## src/rtl/event_enc_pkg.sv

```systemverilog
// Shared constants and helpers for the 4-line event encoder family.
package event_enc_pkg;

  localparam int unsigned N_LINES = 4;
  localparam int unsigned CODE_W  = 2;

  // Line n encodes to binary n; kept as a function so variants can remap.
  function automatic logic [CODE_W-1:0] line_to_code(input logic [CODE_W-1:0] line);
    return line;
  endfunction

endpackage

```

## src/rtl/rr_arbiter4.sv

```systemverilog
// Four-way arbiter: round-robin from ptr+1, or fixed priority (line 0 highest).
module rr_arbiter4
  import event_enc_pkg::*;
(
  input  logic [N_LINES-1:0] pending_i,
  input  logic [CODE_W-1:0]  ptr_i,
  input  logic               rr_mode_i,
  output logic [CODE_W-1:0]  grant_o,
  output logic               grant_valid_o
);

  logic [CODE_W-1:0] base;
  logic [CODE_W-1:0] idx;

  // Fixed priority is round-robin with the pointer pinned at 3. Candidates are
  // visited lowest priority first so the highest-priority hit is written last.
  always_comb begin
    base          = rr_mode_i ? ptr_i : CODE_W'(3);
    idx           = '0;
    grant_o       = '0;
    grant_valid_o = |pending_i;
    for (int unsigned k = 0; k < N_LINES; k++) begin
      idx = base + CODE_W'(N_LINES - k);
      if (pending_i[idx]) grant_o = idx;
    end
  end

endmodule

```

## src/rtl/event_encoder_4to2.sv

```systemverilog
// Captures rising edges on d0..d3 into sticky pending bits and emits each as a
// 2-bit code on a valid/ready handshake; lost events raise a sticky ovf flag.
module event_encoder_4to2
  import event_enc_pkg::*;
#(
  parameter bit RR_MODE = 1'b1,
  parameter bit SYNC_IN = 1'b1
) (
  input  logic       clk,
  input  logic       rst,
  input  logic       d0,
  input  logic       d1,
  input  logic       d2,
  input  logic       d3,
  input  logic       ready,
  input  logic       clr_ovf,
  output logic       i0,
  output logic       i1,
  output logic       valid,
  output logic [3:0] pending,
  output logic       ovf
);

  logic [N_LINES-1:0] d_w, s, s_q, rise;
  logic [N_LINES-1:0] pend_q, pend_d, gnt_1h;
  logic [1:0]         arm_q;
  logic               armed;
  logic [CODE_W-1:0]  code_q, ptr_q, gnt_idx;
  logic               gnt_v, load, fire;
  logic               valid_q, ovf_q, ovf_d, ovf_set;

  assign d_w = {d3, d2, d1, d0};

  if (SYNC_IN) begin : g_sync
    logic [N_LINES-1:0] sync_q;
    always_ff @(posedge clk or posedge rst) begin
      if (rst) sync_q <= '0;
      else     sync_q <= d_w;
    end
    assign s = sync_q;
  end else begin : g_nosync
    assign s = d_w;
  end

  // History resets to 0, so edges are masked until it has caught up with s;
  // that keeps a line held high through reset from looking like a new event.
  assign armed = SYNC_IN ? arm_q[1] : arm_q[0];
  assign rise  = s & ~s_q & {N_LINES{armed}};

  rr_arbiter4 u_arb (
    .pending_i     (pend_q),
    .ptr_i         (ptr_q),
    .rr_mode_i     (RR_MODE),
    .grant_o       (gnt_idx),
    .grant_valid_o (gnt_v)
  );

  always_comb begin
    load    = !valid_q || ready;
    fire    = load && gnt_v;
    gnt_1h  = fire ? (N_LINES'(1) << gnt_idx) : '0;
    pend_d  = (pend_q & ~gnt_1h) | rise;
    ovf_set = |(rise & pend_q & ~gnt_1h);
    ovf_d   = ovf_set | (ovf_q & ~clr_ovf);
  end

  always_ff @(posedge clk or posedge rst) begin
    if (rst) begin
      s_q     <= '0;
      arm_q   <= '0;
      pend_q  <= '0;
      ovf_q   <= 1'b0;
      valid_q <= 1'b0;
      code_q  <= '0;
      ptr_q   <= CODE_W'(3);
    end else begin
      s_q    <= s;
      arm_q  <= {arm_q[0], 1'b1};
      pend_q <= pend_d;
      ovf_q  <= ovf_d;
      if (fire) begin
        code_q  <= line_to_code(gnt_idx);
        valid_q <= 1'b1;
        ptr_q   <= gnt_idx;
      end else if (valid_q && ready) begin
        valid_q <= 1'b0;
      end
    end
  end

  assign i0      = code_q[0];
  assign i1      = code_q[1];
  assign valid   = valid_q;
  assign pending = pend_q;
  assign ovf     = ovf_q;

endmodule

```

## config.mk

```make
export PLATFORM = sky130hd
export DESIGN_NAME = event_encoder_4to2
export DESIGN_NICKNAME = d
export VERILOG_FILES = /design/src/rtl/event_enc_pkg.sv /design/src/rtl/rr_arbiter4.sv /design/src/rtl/event_encoder_4to2.sv
export SDC_FILE = /design/constraint.sdc
export NUM_CORES = 1
export LEC_CHECK = 0
export CAP_MARGIN = 20
export CORE_MARGIN = 5
export CORE_UTILIZATION = 50
export CTS_BUF_LIST = sky130_fd_sc_hd__clkbuf_8
export DETAILED_ROUTE_END_ITERATION = 10
export PLACE_DENSITY = 0.78
export SETUP_SLACK_MARGIN = 0.1
export SLEW_MARGIN = 20
export SYNTH_ARGS = -nofsm -noshare
export SYNTH_HDL_FRONTEND = slang
export SYNTH_SLANG_ARGS = --single-unit
```

## constraint.sdc

```tcl
create_clock -name clk -period 5.3 [get_ports clk]
set_clock_uncertainty 0.05 [all_clocks]
set_input_delay 1.59 -clock clk [delete_from_list [all_inputs] [get_ports clk]]
set_output_delay 1.59 -clock clk [all_outputs]
set_load 0.1 [all_outputs]
```

# --- Word level (Yosys, flattened, before mapping) ---
# Cells that the tools add are included.
classes:
  n_lt_le_gt_ge: 4
  reduce_logical: 7
  addsub: 3
  mux: 15
  shift: 1
  bitwise_logic: 11
op_table:
  columns: ["cell", "n"]
  rows:
  - ["$and 4x4->4", 5]
  - ["$lt 2x3->1 const B", 4]
  - ["$bmux 1 s2", 4]
  - ["$mux 2", 4]
  - ["$not 4->4", 2]
  - ["$reduce_or 4->1", 2]
  - ["$mux 1", 6]
  - ["$add 2x2->2 const B", 2]
  - ["$mux 4", 1]
  - ["$or 4x4->4", 1]
  - ["$shl 1x2->4 const A", 1]
  - ["$add 2x1->2 const B", 1]
  - ["$logic_and 1x1->1", 2]
  - ["$reduce_bool 2->1", 1]
  - ["$and 1x1->1", 1]
  - ["$logic_not 1->1", 1]
  - ["$logic_or 1x1->1", 1]
  - ["$not 1->1", 1]
  - ["$or 1x1->1", 1]
totals:
  regBits: 20
  output_inout_bits: 8
  input_bits: 8

# --- Depth between registers and ports, before layout ---
# Gate-level depths: netlist of the first run.
depth:
  ltp_word: 12
  mapped_depth: 7
  depth_no_buf: 6

# --- By module ---
# From an unflattened synthesis of the first run, not the netlist that was laid out.
hier_totals:
  hier_cells: 84
  area_unflattened_um2: 867.1
modules_own_cells:
  columns: ["module", "instances", "area_per_inst_um2", "cells_each", "seq_area_each_um2"]
  rows:
  - ["event_encoder_4to2", 1, 716.9, 60, 503.0]
  - ["rr_arbiter4", 1, 150.1, 24, 0.0]

# --- Least setup slack after synthesis of the first run ---
# No wires, ideal clock.
synth_path:
  kind: "reg2out"
  from: "register pend_q[3], in the netlist pending[3]"
  to: "output pending[3]"
  setup_slack_ns: 2.669
  arrival_time_ns: 0.991
  t_required_ns: 3.660
  stages_incl_launch_ff: 1
  path_cell_list: "dfrtp_1"
synth_lines:
  columns: ["item", "line_no", "source"]
  rows:
  - ["start: declaration", "event_encoder_4to2.sv:25", "logic [N_LINES-1:0] pend_q, pend_d, gnt_1h;"]
  - ["start signal: assignment", "event_encoder_4to2.sv:79", "pend_q <= pend_d;"]
  - ["end: declaration", "event_encoder_4to2.sv:20", "output logic [3:0] pending,"]
# No word-level cell between the ends.

# --- Worst setup path after layout of the first run ---
layout_path:
  from: "register pend_q[3], in the netlist pending[3]"
  to: "output pending[3]"
# No word-level cell between the ends.

==> out/qor.txt, run 1 <==
Run status: completed
Most frequent cell after synthesis: dfrtp_1
Initial Utilization: 52.8%
Cell Count Post-Placement: 102
Synthesized area: 805 um^2
Synth unique cells: 28
Reg-to-Reg Start: ptr_q[1]$_DFFE_PP1P_
Fillers: 115
Hold endpoint: arm_q[1]$_DFF_PP0_
Share of layout cells above drive strength 1: 8.89%
Critical path fanouts, max: 9
Post-synthesis area per instance: 11.2 um^2
Cell count of the worst hold path: 0
Vias per inst: 5.54
GRT Util Overall: 13.7%
CTS root buffer: clkbuf_8
Simple-Gate Fraction of Synth Area: 18.8%
Post-Synth Adder-Cell Area: 0%
Congestion Overflow GR: 0
TritonCTS Buffers: 3
Worst slew pin tran: 0.971 ns
CP endpoint kind: output pin
Pins Over Slew Limit: 0
Avg WL per Cell: 13.4 um
Final net count: 99
CP cell instances: clkdlybuf4s50_1
Sequential cell area: 503 um^2
Max_slew headroom: 35.1%
Ys flop type: dfrtp_1
Min Tclk post-route: 3.56 ns
Final Setup Violations: 0
Starting DRT DRC Count: 4
Fmax: 281 MHz
H-tree levels: 1
Flop and latch count out of synthesis: 20
Routability cong.: 0.864
Max-Cap Viols: 0
Fin cells: 106
Part of the cycle the worst path needs: 67.1%
Setup tns final: 0 ns
Fin area: 1020 um^2
Post-Syn Instances: 72
Post-synth top area share: 56.0%
Largest net degree at the start of global routing: 21
Post-Synth XOR/XNOR Area: 0%
CP bufs+invs: 1
R2r setup slk: 3.43 ns
First-pass GRT wire length: 2650 um
Worst skew pair latency: 0.26 ns
DR vias: 587
CP startpoint kind: flip-flop
Die ar.: 2510 um^2
Yosys warnings: 0
Core Area: 1520 um^2
CTS clk-pin slew, worst paths: 0.07 ns
Die Wd: 50.1 um
Dpl cell area: 967 um^2
Number of routed nets with antenna violations: 0
Die height: 50.1 um
Area added between synthesis and finish: 27.1%
Vias in the first global route: 623
Mux contribution to synthesized area: 1.24%
Io pins: 16
Post-synth EDFFs: 0
Sequential-to-total area share from yosys stat: 62.5%
Multi-input gate area: 279 um^2
Clock sinks: 20
RSZ-0062 raised after global routing: false
# DRC: 0
Hold/Removal Path Class: reg2reg
Initial antenna violation count: 0
Hold Buf Count CTS: 0
Crit path DAT: 1.92 ns
Ant. Diodes: 0
Delay-heaviest family, CP: buffers and inverters
Critical-path top delay cell: clkdlybuf4s50_1
Req. time, crit path: 3.66 ns
CTS tree: built
Synth area leaders: dfrtp_1 56%, dfstp_2 6.5%, nand2_1 5.1%
Hold Vio Cnt, Final: 0
Core Rows: 14
Synth cell count leaders: 18 x dfrtp_1, 11 x nand2_1, 4 x inv_1
IO Port Bufs: 15
Worst Hold Launch: arm_q[0]$_DFF_PP0_
Mapped Nets: 80
WL final: 1420 um
CTS max path bufs: 2
Max stage delay on crit path: 1.18 ns
Synth Area in Compound Gates: 14.2%
Reg2Reg Depth: 6
DP HPWL: 1090 um
Cell accounting for the most synthesized area: dfrtp_1
Largest family of logic cells by synthesized area: simple AND/OR/NAND/NOR gates
Reg-to-reg endpoint: ovf$_DFF_PP0_
Critical setup path kind: reg2out
Resized cells post-CTS: 0
# Post-CTS Setup Buffers: 0
Async SR Flop Fraction: 100%
DR pass1 iterations: 4
[registers in the layout, indices dropped and copies added, names as in the netlist]
signal	flops
arm_q	2
code_q	2
g_sync.sync_q	4
ovf	1
pending	4
ptr_q	2
s_q	4
valid	1
[stage by stage]
step | hold slack (ns) | setup WS, ns | util [%]
after floorplan | 0.281 | 2.67 | -
after global routing | 0.335 | 1.68 | 67.1
after detailed placement | 0.305 | 2.01 | 63.5
after CTS | 0.320 | 1.73 | 67.1
final | 0.319 | 1.74 | 67.1
after global placement | 0.285 | 2.05 | 63.5
[kinds of logic (layout without fill, tap and decap cells)]
kind of cell           after synthesis  count (layout)
flip-flops                          20              20
multiplexers                         1               1
AND/OR/NAND/NOR                     29              29
buffers and inverters                5              23
other                                1               1
AO/OA/AOI/OAI                       16              16
[cells in the final DEF (no fill, tap or decap), types with 2 or more instances in the layout]
cell,n
dfrtp_1,18
clkdlybuf4s50_1,15
nand2_1,11
inv_1,4
clkbuf_8,4
nand2b_1,3
nor2b_1,3
nor2_1,3
o21ai_0,3
o21a_1,3
o21ai_1,2
nand3b_1,2
nand4_1,2
dfstp_2,2
[how the worst max path moves through the flow]
stage	start	endpoint	depth (start not counted)
6_report	pending[3]$_DFF_PP0_	pending[3]	1
5_1_grt	pending[3]$_DFF_PP0_	pending[3]	1
4_1_cts	pending[3]$_DFF_PP0_	pending[3]	1
3_5_place_dp	pending[3]$_DFF_PP0_	pending[3]	1
3_3_place_gp	pending[3]$_DFF_PP0_	pending[3]	1
2_1_floorplan	pending[3]$_DFF_PP0_	pending[3]	0
[per-layer routing]
| layer | track usage (%) | wire length (um) |
|---|---|---|
| met4 | 7.42 | 25 |
| met2 | 22.4 | 717 |
| met5 | 0 | 0 |
| met3 | 2.71 | 69 |
| met1 | 16.7 | 606 |
[layout make-up]
cell class              instances  share of cell area, %
clock buffers                   4                   5.39
inverters                       4                   1.47
multi-input cells              47                   27.3
flip-flops and latches         20                   49.2
well taps                      16                   1.96
repair buffers                 15                   14.7
Power of run 1 is left out: the tool's default activity adds up to more than one toggle a clock period on the data nets, which glitch-free logic cannot reach.
==> run 2, diff against run 1 <==
==> constraint.sdc (replaced) <==
create_clock -name clk -period 3.5 [get_ports clk]
set_clock_uncertainty 0.05 [all_clocks]
set_input_delay 1.05 -clock clk [delete_from_list [all_inputs] [get_ports clk]]
set_output_delay 1.05 -clock clk [all_outputs]
set_load 0.1 [all_outputs]
==> out/qor.txt, run 2 (synthesis gave the netlist of run 1 again) <==
Commonest cells after routing, fill and taps aside: 18 x dfrtp_1, 11 x nand2_1, 8 x buf_4, 7 x clkdlybuf4s50_1
Vias per inst: 5.47
Critical path fanouts, max: 3
Part of the cycle the worst path needs: 67.3%
DR vias: 580
IO Port Bufs: 15
Max-Cap Viols: 0
Area added between synthesis and finish: 24.6%
Final net count: 99
Final Setup Violations: 0
Run status: completed
Pins Over Slew Limit: 0
Number of routed nets with antenna violations: 0
Final Core Density: 65.8%
Initial antenna violation count: 0
Die height: 50.1 um
Ant. Diodes: 0
CTS max path bufs: 2
Core Rows: 14
Die ar.: 2510 um^2
WHS: 0.305 ns
Core Area: 1520 um^2
Avg WL per Cell: 14.4 um
TritonCTS Buffers: 3
First-pass GRT wire length: 2770 um
CP endpoint kind: flip-flop
Hold Vio Cnt, Final: 0
Worst skew pair latency: 0.26 ns
Die Wd: 50.1 um
Fillers: 126
H-tree levels: 1
Min Tclk post-route: 2.36 ns
Starting DRT DRC Count: 9
WL final: 1530 um
Clock sinks: 20
Crit path DAT: 2.44 ns
Fmax: 424 MHz
DR pass1 iterations: 4
DP HPWL: 1140 um
CTS tree: built
Share of layout cells above drive strength 1: 17.8%
Critical setup path kind: in2reg
RSZ-0062 raised after global routing: false
Routability cong.: 0.738
Worst slew pin tran: 0.726 ns
CTS clk-pin slew, worst paths: 0.07 ns
Congestion Overflow GR: 0
Io pins: 16
Largest net degree at the start of global routing: 21
CTS root buffer: clkbuf_8
Req. time, crit path: 3.58 ns
Setup tns final: 0 ns
CP startpoint kind: input pin
Most common cell after layout, fill and taps aside: dfrtp_1
# Post-CTS Setup Buffers: 0
Hold Buf Count CTS: 0
Max_slew headroom: 51.5%
# DRC: 0
GRT Util Overall: 14.4%
Initial Utilization: 52.8%
Resized cells post-CTS: 0
Hold/Removal Path Class: reg2reg
Vias in the first global route: 622
run 2: changes by cell type in the layout (fill, tap and decap cells not counted):
cell / change
clkdlybuf4s50_1: -8
buf_4: +8
run 2: metal layers:
metal | global-route usage, % | wire (um) | up-vias
li1 | - | - | 284
met1 | 18.0 | 677 | 280
met2 | 22.0 | 737 | 11
met3 | 3.01 | 73 | 5
met4 | 9.61 | 39 | 0
met5 | 0 | 0 | -
run 2: critical path, stage by stage:
cell             delay [ns]
clkdlybuf4s50_1        0.47
nor2b_1                0.07
or2_2                  0.33
or3_1                  0.33
nand4_1                0.10
nand4_1                0.09
run 2: per-stage QoR:
stage / area [um^2] / instances / worst slack (ns)
finish: 1000 / 106 / 1.14
global route: 1000 / 106 / 1.11
CTS: 1000 / 106 / 1.16
detailed placement: 947 / 102 / 0.892
global placement: 947 / 102 / 0.932
floorplan: 805 / 72 / 1.23
run 2: final timing paths:
| path | depth (start not counted) | endpoint | from | slack, ns |
|---|---|---|---|---|
| max in group asynchronous | 2 | code_q[0]$_DFFE_PP0P_ | rst | 1.78 |
| min in group asynchronous | 2 | s_q[2]$_DFF_PP0_ | rst | 1.16 |
| max | 6 | ovf$_DFF_PP0_ | ready | 1.14 |
| min | 0 | arm_q[1]$_DFF_PP0_ | arm_q[0]$_DFF_PP0_ | 0.31 |
| max reg2reg | 6 | ovf$_DFF_PP0_ | ptr_q[1]$_DFFE_PP1P_ | 1.59 |
| min reg2reg | 0 | arm_q[1]$_DFF_PP0_ | arm_q[0]$_DFF_PP0_ | 0.31 |
run 2: layout make-up:
| type | count | area [um^2] | area share [%] |
|---|---|---|---|
| sequential | 20 | 503 | 50.2 |
| multi-input combinational | 47 | 279 | 27.8 |
| timing repair buffer | 15 | 130 | 13.0 |
| clock buffer | 4 | 55.1 | 5.49 |
| tap | 16 | 20.0 | 2.00 |
| inverter | 4 | 15.0 | 1.50 |
Power of run 2 is left out for the same reason.
